**src/rtl/logic16_arbiter.sv**
```systemverilog
// Round-robin arbiter sharing one 16-bit logic unit (NOT/AND/OR/MUX) among NREQ
// requesters; one grant per cycle, result registered with the requester ID.

module logic16_lu #(
  parameter int W = 16
) (
  input  logic [1:0]   op,
  input  logic [W-1:0] a,
  input  logic [W-1:0] b,
  input  logic         sel,
  output logic [W-1:0] y
);
  always_comb begin
    y = '0;
    unique case (op)
      2'b00: y = ~a;
      2'b01: y = a & b;
      2'b10: y = a | b;
      2'b11: y = sel ? b : a;
    endcase
  end
endmodule

// Per-requester operand gate: only the granted lane drives the shared OR bus.
module logic16_arb_lane #(
  parameter int W = 16
) (
  input  logic         gnt,
  input  logic [1:0]   op,
  input  logic [W-1:0] a,
  input  logic [W-1:0] b,
  input  logic         sel,
  output logic [1:0]   op_g,
  output logic [W-1:0] a_g,
  output logic [W-1:0] b_g,
  output logic         sel_g
);
  assign op_g  = gnt ? op  : '0;
  assign a_g   = gnt ? a   : '0;
  assign b_g   = gnt ? b   : '0;
  assign sel_g = gnt & sel;
endmodule

module logic16_arbiter #(
  parameter int NREQ = 4,
  parameter int W    = 16,
  parameter int ID_W = 2
) (
  input  logic                 in_clk,
  input  logic                 in_rst_n,
  input  logic [NREQ-1:0]      in_req_valid,
  output logic [NREQ-1:0]      out_req_ready,
  input  logic [2*NREQ-1:0]    in_req_op,
  input  logic [W*NREQ-1:0]    in_req_a,
  input  logic [W*NREQ-1:0]    in_req_b,
  input  logic [NREQ-1:0]      in_req_sel,
  output logic                 out_rsp_valid,
  input  logic                 in_rsp_ready,
  output logic [W-1:0]         out_rsp_y,
  output logic [ID_W-1:0]      out_rsp_id,
  output logic [15:0]          out_count
);
  typedef enum logic {IDLE, FULL} state_t;

  state_t              state, state_nxt;
  logic [ID_W-1:0]     last_grant, win_id;
  logic [NREQ-1:0]     gnt;
  logic                any_vld, can_accept, req_xfer, rsp_xfer;
  logic [NREQ-1:0][1:0]   op_g;
  logic [NREQ-1:0][W-1:0] a_g, b_g;
  logic [NREQ-1:0]        sel_g;
  logic [1:0]          op_m;
  logic [W-1:0]        a_m, b_m, lu_y;
  logic                sel_m;

  // Scan from the lane after last_grant, wrapping; first valid lane wins.
  always_comb begin
    logic [ID_W:0] s;
    logic          found;
    gnt    = '0;
    win_id = '0;
    found  = 1'b0;
    s      = '0;
    for (int k = 1; k <= NREQ; k++) begin
      s = {1'b0, last_grant} + (ID_W+1)'(k);
      if (s >= (ID_W+1)'(NREQ)) s = s - (ID_W+1)'(NREQ);
      if (!found && in_req_valid[s[ID_W-1:0]]) begin
        found               = 1'b1;
        gnt[s[ID_W-1:0]]    = 1'b1;
        win_id              = s[ID_W-1:0];
      end
    end
  end

  assign any_vld       = |in_req_valid;
  assign can_accept    = (state == IDLE) | in_rsp_ready;
  assign req_xfer      = in_rst_n & can_accept & any_vld;
  assign rsp_xfer      = (state == FULL) & in_rsp_ready;
  assign out_req_ready = gnt & {NREQ{in_rst_n & can_accept}};
  assign out_rsp_valid = (state == FULL);

  genvar i;
  generate
    for (i = 0; i < NREQ; i++) begin : g_lane
      logic16_arb_lane #(.W(W)) u_lane (
        .gnt   (gnt[i]),
        .op    (in_req_op[2*i +: 2]),
        .a     (in_req_a[W*i +: W]),
        .b     (in_req_b[W*i +: W]),
        .sel   (in_req_sel[i]),
        .op_g  (op_g[i]),
        .a_g   (a_g[i]),
        .b_g   (b_g[i]),
        .sel_g (sel_g[i])
      );
    end
  endgenerate

  always_comb begin
    op_m  = '0;
    a_m   = '0;
    b_m   = '0;
    for (int k = 0; k < NREQ; k++) begin
      op_m = op_m | op_g[k];
      a_m  = a_m  | a_g[k];
      b_m  = b_m  | b_g[k];
    end
    sel_m = |sel_g;
  end

  logic16_lu #(.W(W)) u_lu (
    .op  (op_m),
    .a   (a_m),
    .b   (b_m),
    .sel (sel_m),
    .y   (lu_y)
  );

  always_comb begin
    state_nxt = state;
    unique case (state)
      IDLE: if (req_xfer) state_nxt = FULL;
      FULL: if (req_xfer) state_nxt = FULL;
            else if (in_rsp_ready) state_nxt = IDLE;
    endcase
  end

  always_ff @(posedge in_clk or negedge in_rst_n) begin
    if (!in_rst_n) begin
      state      <= IDLE;
      out_rsp_y  <= '0;
      out_rsp_id <= '0;
      out_count  <= '0;
      last_grant <= ID_W'(NREQ-1);
    end else begin
      state <= state_nxt;
      if (req_xfer) begin
        out_rsp_y  <= lu_y;
        out_rsp_id <= win_id;
        last_grant <= win_id;
      end
      if (rsp_xfer) out_count <= out_count + 16'd1;
    end
  end
endmodule

```
**config.mk**
```make
export PLATFORM = sky130hd
export DESIGN_NAME = logic16_arbiter
export DESIGN_NICKNAME = d
export VERILOG_FILES = /design/src/rtl/logic16_arbiter.sv
export SDC_FILE = /design/constraint.sdc
export NUM_CORES = 1
export LEC_CHECK = 0
export CORE_MARGIN = 4
export CORE_UTILIZATION = 45
export CTS_BUF_LIST = sky130_fd_sc_hd__clkbuf_4
export DETAILED_ROUTE_END_ITERATION = 12
export HOLD_SLACK_MARGIN = 0.06
export PLACE_DENSITY = 0.87
export SLEW_MARGIN = 20
export SYNTH_ARGS = -nofsm -noshare
export SYNTH_HDL_FRONTEND = slang
export SYNTH_SLANG_ARGS = --single-unit
```
**constraint.sdc**
```tcl
create_clock -name in_clk -period 10.8 [get_ports in_clk]
set_input_delay 2.16 -clock in_clk [delete_from_list [all_inputs] [get_ports in_clk]]
set_output_delay 2.16 -clock in_clk [all_outputs]
set_load 0.02 [all_outputs]
```
Word level (Yosys, flattened, before mapping)
Cells that the tools add are included.
- bits in registers: 37
- word-level logic and storage cells: 116
- add/subtract/negate cells: 9
- magnitude comparators: 12
- equality and inequality tests: 3
- mux-type cells: 49
- bitwise operators: 25
- reductions and logical operators: 13
- operators by type and width (kind ; count):
    2-to-1 mux 16 bit ; 9
    bitwise OR 16 bit ; 7
    one-hot mux 16 bit (4 select lines) ; 1
    2-to-1 mux 2 bit ; 12
    adder 16 x 1 -> 16 bit, second input constant ; 1
    AND 16 bit ; 1
    2-to-1 mux 4 bit ; 4
    NOT 16 bit ; 1
    2-to-1 mux 1 bit ; 14
    greater-or-equal comparator 3 bit, second input constant ; 4
    less-than comparator 2 x 3 -> 1 bit, second input constant ; 4
    bitwise OR 4 bit ; 3
    binary-select mux 1 bit (select 2 bit) ; 4
    demux 1 bit (select 2 bit) ; 4
    greater-or-equal comparator 2 x 1 -> 1 bit, second input constant ; 4
    OR reduction 4 bit ; 2
    subtractor 2 x 1 -> 2 bit, second input constant ; 4
    AND 1 bit ; 7
    logical AND 1 bit ; 7
    adder 2 x 2 -> 3 bit, second input constant ; 2
    bitwise OR 2 bit ; 3
    AND 4 bit ; 1
    == test 2 bit, second input constant ; 2
    adder 2 x 1 -> 3 bit, second input constant ; 1
    7 further kinds ; 9

Depth between registers and ports, before layout
- depth in word-level cells: 21
- depth in mapped cells: 16
- mapped depth without buffers: 11

Cells and area by module
A second synthesis with hierarchy kept.
- cells, all modules: 445
- area, all modules: 4006.3 um^2
- by module, submodules not included (module ; instances ; cells each ; area an instance (um^2) ; seq. area each (um^2)):
    logic16_arbiter ; 1 ; 202 ; 2263.4 ; 928.4
    logic16_arb_lane ; 4 ; 38 ; 277.8 ; 0.0
    logic16_lu ; 1 ; 91 ; 631.9 ; 0.0

Worst setup path after synthesis
OpenSTA, ideal clock, no wires.
- kind: in2out
- start point: input port in_req_valid[3]
- end point: output port out_req_ready[3]
- arrival: 4.355 ns
- path slack: 4.285 ns
- cell stages on the path: 9
- buffers on the path: 3
- cells stage by stage: buf_2 -> or3b_2 -> a2111o_1 -> nand2_1 -> a221o_1 -> buf_6 -> a21o_1 -> clkbuf_1 -> nor2b_1
- longest elaborated chain between the ends: 13
- ends and longest elaborated chain (item ; RTL line ; text):
    start: declaration ; 51 ; input logic [NREQ-1:0] in_req_valid,
    binary-select mux 1 bit (select 2 bit) ; 87 ; if (!found && in_req_valid[s[ID_W-1:0]]) begin
    2-to-1 mux 1 bit (implied by the code) ; 87 ;
    2-to-1 mux 1 bit ; 87 ;
    zero test 1 bit ; 87 ;
    logical AND 1 bit ; 87 ;
    2-to-1 mux 1 bit ; 87 ;
    zero test 1 bit ; 87 ;
    logical AND 1 bit ; 87 ;
    2-to-1 mux 1 bit ; 87 ;
    zero test 1 bit ; 87 ;
    logical AND 1 bit ; 87 ;
    2-to-1 mux 4 bit * ; 87 ;
    AND 4 bit * ; 99 ; assign out_req_ready = gnt & {NREQ{in_rst_n & can_accept}};
    end: declaration ; 52 ; output logic [NREQ-1:0] out_req_ready,
Mark *: on every way between the ends. The rest lies on a longest branch, timed or not. The select of a mux whose other input is x is not followed.

Worst setup path in the final report
- start point: input port in_req_valid[2]
- end point: output port out_req_ready[3]
The elaborated chain is that of the path after synthesis.

==> reports/metrics.cfg <==
[power_and_ir_drop]
power.switching_uw=1022
seqPwrFrac_pct=13.3
internal-power_uw=888.7
p_total_uw=1911
ir_drop_uv=261.9
leakagePower_uw=0.002228
sw_frac_of_total_pct=53.49
power_density_nw_per_um2=327.8
p_clk_share_pct=4.1
p_comb_share_pct=82.6

[route]
ant_nets=0
drtPass1Iterations=9
wl_per_cell_um=20.87
viasPerCell=6.728
wl_um=15170
drtIter0Drc=497
drc_errors=0
vias=4891

[synth]
synth_largest_area_cell=dfrtp_1
synth_edf_count=0
avgSynthCellArea_um2=8.510
ys_types=61
synthesis.area_um2=3983
netlist_top_cells_area=dfrtp_1 22%, a22oi_1 11%, a221o_1 6.8%, a221oi_1 4.6%, nand2_1 3.7%
synth-main-ff-cell=dfrtp_1
synth_cells=468
ys_async_sr_fraction_pct=100.0
yosysWarnings=0
synth_commonest_cells=60 x a22oi_1, 39 x nand2_1, 35 x dfrtp_1
synth.most_common_cell=a22oi_1
synth-seq-cells=37
syn_nets=624
ys_seq_area_share_pct=23.31
synth_top_area_share_pct=21.99

[placed_design]
dp_hpwl_um=11580
portBuffers=185
place_congestion=0.8955
pre_cts_ws_ns=2.690

[global_route]
antenna_found_initial=0
grt_pass1_wl_um=23230
grt.total_usage_pct=27.64
grt_pass1_vias=4682
grt_max_degree=45
grt_overflow=0

[critical_path]
crit_path_end_kind=output pin
crit_type=in2out
path_max_fanout=19
slowest_delay_ns=0.72
regToRegSetupSlack_ns=6.33
reg2reg_from=last_grant[0]
reg2reg_depth=11
crit_arrival_ns=6.04
cp_slowest_cell=clkdlybuf4s50_1
critPathTopFamily=compound AO/OA/AOI/OAI gates
worst-path-buf-inv=2
crit_required_ns=8.64
path_cells=clkdlybuf4s50_1 > or3b_2 > a2111o_1 > nand2_1 > a221o_1 > a21o_1 > nor2b_1 > clkdlybuf4s50_1
cpMostUsedCell=clkdlybuf4s50_1
reg2reg_to=out_rsp_y[7]
worstSetupStartpointType=input port

[timing]
finalClockSkew_ns=0.007147
slew_violations=0
setup_viol_count_final=0
worst_slack_ns=2.596
fmax_ghz=0.1219
maxSlewHeadroom_pct=34.25
worst_pin_slew_ns=0.9863
post-route-min-period_ns=8.204
rsz0062_at_grt=false
fin_tns_setup_ns=0
finalHoldViolCount=0
finalCritPeriodShare_pct=75.97

[cts]
cts_made_buffers=5
h-tree-depth=2
clk_latency_ns=0.33
clk_pin_slew_ns=0.11
cts_buffer_depth=2
postCtsSetupRepairBufs=0
cts_resized=0
cts_tree=yes
clock-sinks=37
holdBufCountCts=0
clockRootBuffer=clkbuf_4

[finish]
final.fill_count=744
antennaDiodeCount=0
areaGrowthSynthToFinish_pct=46.34
drive_above_1_share_pct=4.847
final_util_pct=67.16
finalNetCount=774

[floorplanning]
initial_utilization_pct=45.89
die_x_um=102.1
die_h_um=102.1
fp-row-count=34
coreArea_um2=8678
io_pins=186
dieArea_um2=10420

[hold_path]
min_path_type=reg2reg
min_from=out_count[15]
hold_path_end=out_count[15]
hold_depth=1

[job]
max_cap_violations=0

[outcome]
status=finished clean

-- sequential cells by signal, indices dropped and copies added, names as in the netlist --
register,flops
out_count,16
out_rsp_y,16
last_grant,2
out_rsp_id,2
out_rsp_valid,1
-- power groups by stage --
| stage | Sequential, uW | Combinational [uW] | Clock, uW |
|---|---|---|---|
| global route | 260 | 1710 | 84.5 |
| detailed placement | 255 | 1540 | 0 |
| finish | 253 | 1580 | 79.0 |
| CTS | 252 | 1540 | 79.2 |
| global placement | 251 | 1490 | 0 |
| floorplan | 286 | 1120 | 0 |
-- kinds of logic after synthesis --
family                   after synthesis  synth area share, %
adder cells (fa/ha/maj)                9                2.828
AO/OA/AOI/OAI                        220                42.88
buffers and inverters                 50                6.440
XOR/XNOR                              15                3.299
flip-flops                            37                23.31
AND/OR/NAND/NOR                      119                16.02
multiplexers                          18                5.215
-- worst reg2reg max path, cell delays in order (launching register included) --
cell,delay (ns)
dfstp_2,0.84
inv_1,0.20
ha_1,0.46
mux4_2,0.42
nor2b_4,0.22
and2_4,0.18
a221o_1,0.62
a21o_1,0.57
a22oi_1,0.27
and3_1,0.24
nor4_1,0.25
a211oi_1,0.08
-- layer usage --
metal	part of all wire [%]	track usage (%)	vias up
met1	38	34.86	2301
met5	0	0	-
met4	3.1	9.485	0
met2	47	46.28	334
li1	-	-	2200
met3	12	6.758	56
-- how the worst max path moves through the flow --
stage / start / to / slack [ns] / cells past startpoint
after floorplan: in_req_valid[3] / out_req_ready[3] / 4.29 / 9
after global placement: in_req_valid[2] / out_req_ready[3] / 2.82 / 8
after detailed placement: in_req_valid[2] / out_req_ready[3] / 2.69 / 8
after CTS: in_req_valid[2] / out_req_ready[3] / 2.69 / 8
after global routing: in_req_valid[2] / out_req_ready[3] / 2.52 / 8
final: in_req_valid[2] / out_req_ready[3] / 2.60 / 8
-- layout make-up --
class / instances / area [um2] / share of cell area (%)
inverter: 4 / 15.01 / 0.2576
clock buffer: 8 / 60.06 / 1.030
multi-input combinational: 381 / 2813 / 48.26
timing repair buffer: 189 / 1877 / 32.20
sequential: 37 / 928.4 / 15.93
tap: 108 / 135.1 / 2.319
-- layout by cell type, fill, tap and decap left out, types with 3 or more instances in the layout --
master,n
nor3_1,4
dfrtp_1,35
a21o_1,5
nor2b_1,7
nand4_1,5
o22ai_1,21
a21oi_1,5
clkdlybuf4s50_1,184
mux2i_1,14
clkbuf_4,8
nand2_1,39
a222oi_1,4
xnor2_1,11
and3_1,5
nor2_1,13
nand3_1,7
a22oi_1,60
buf_4,4
o21ai_0,21
ha_1,9
a31oi_1,17
xor2_1,4
nand2b_1,13
a221o_1,27
nand3b_1,3
a22o_1,6
and2_1,8
inv_1,4
o2bb2ai_1,12
a221oi_1,21
-- metrics by stage --
| step | instances | cell area, um2 | hold slack, ns |
|---|---|---|---|
| detailed placement | 719 | 5762 | 0.4654 |
| CTS | 727 | 5822 | 0.4850 |
| global route | 727 | 5828 | 0.5227 |
| finish | 727 | 5828 | 0.4903 |
| global placement | 719 | 5762 | 0.4645 |
| floorplan | 468 | 3983 | 0.5822 |
No activity file was read; power rests on OpenSTA's default activity.
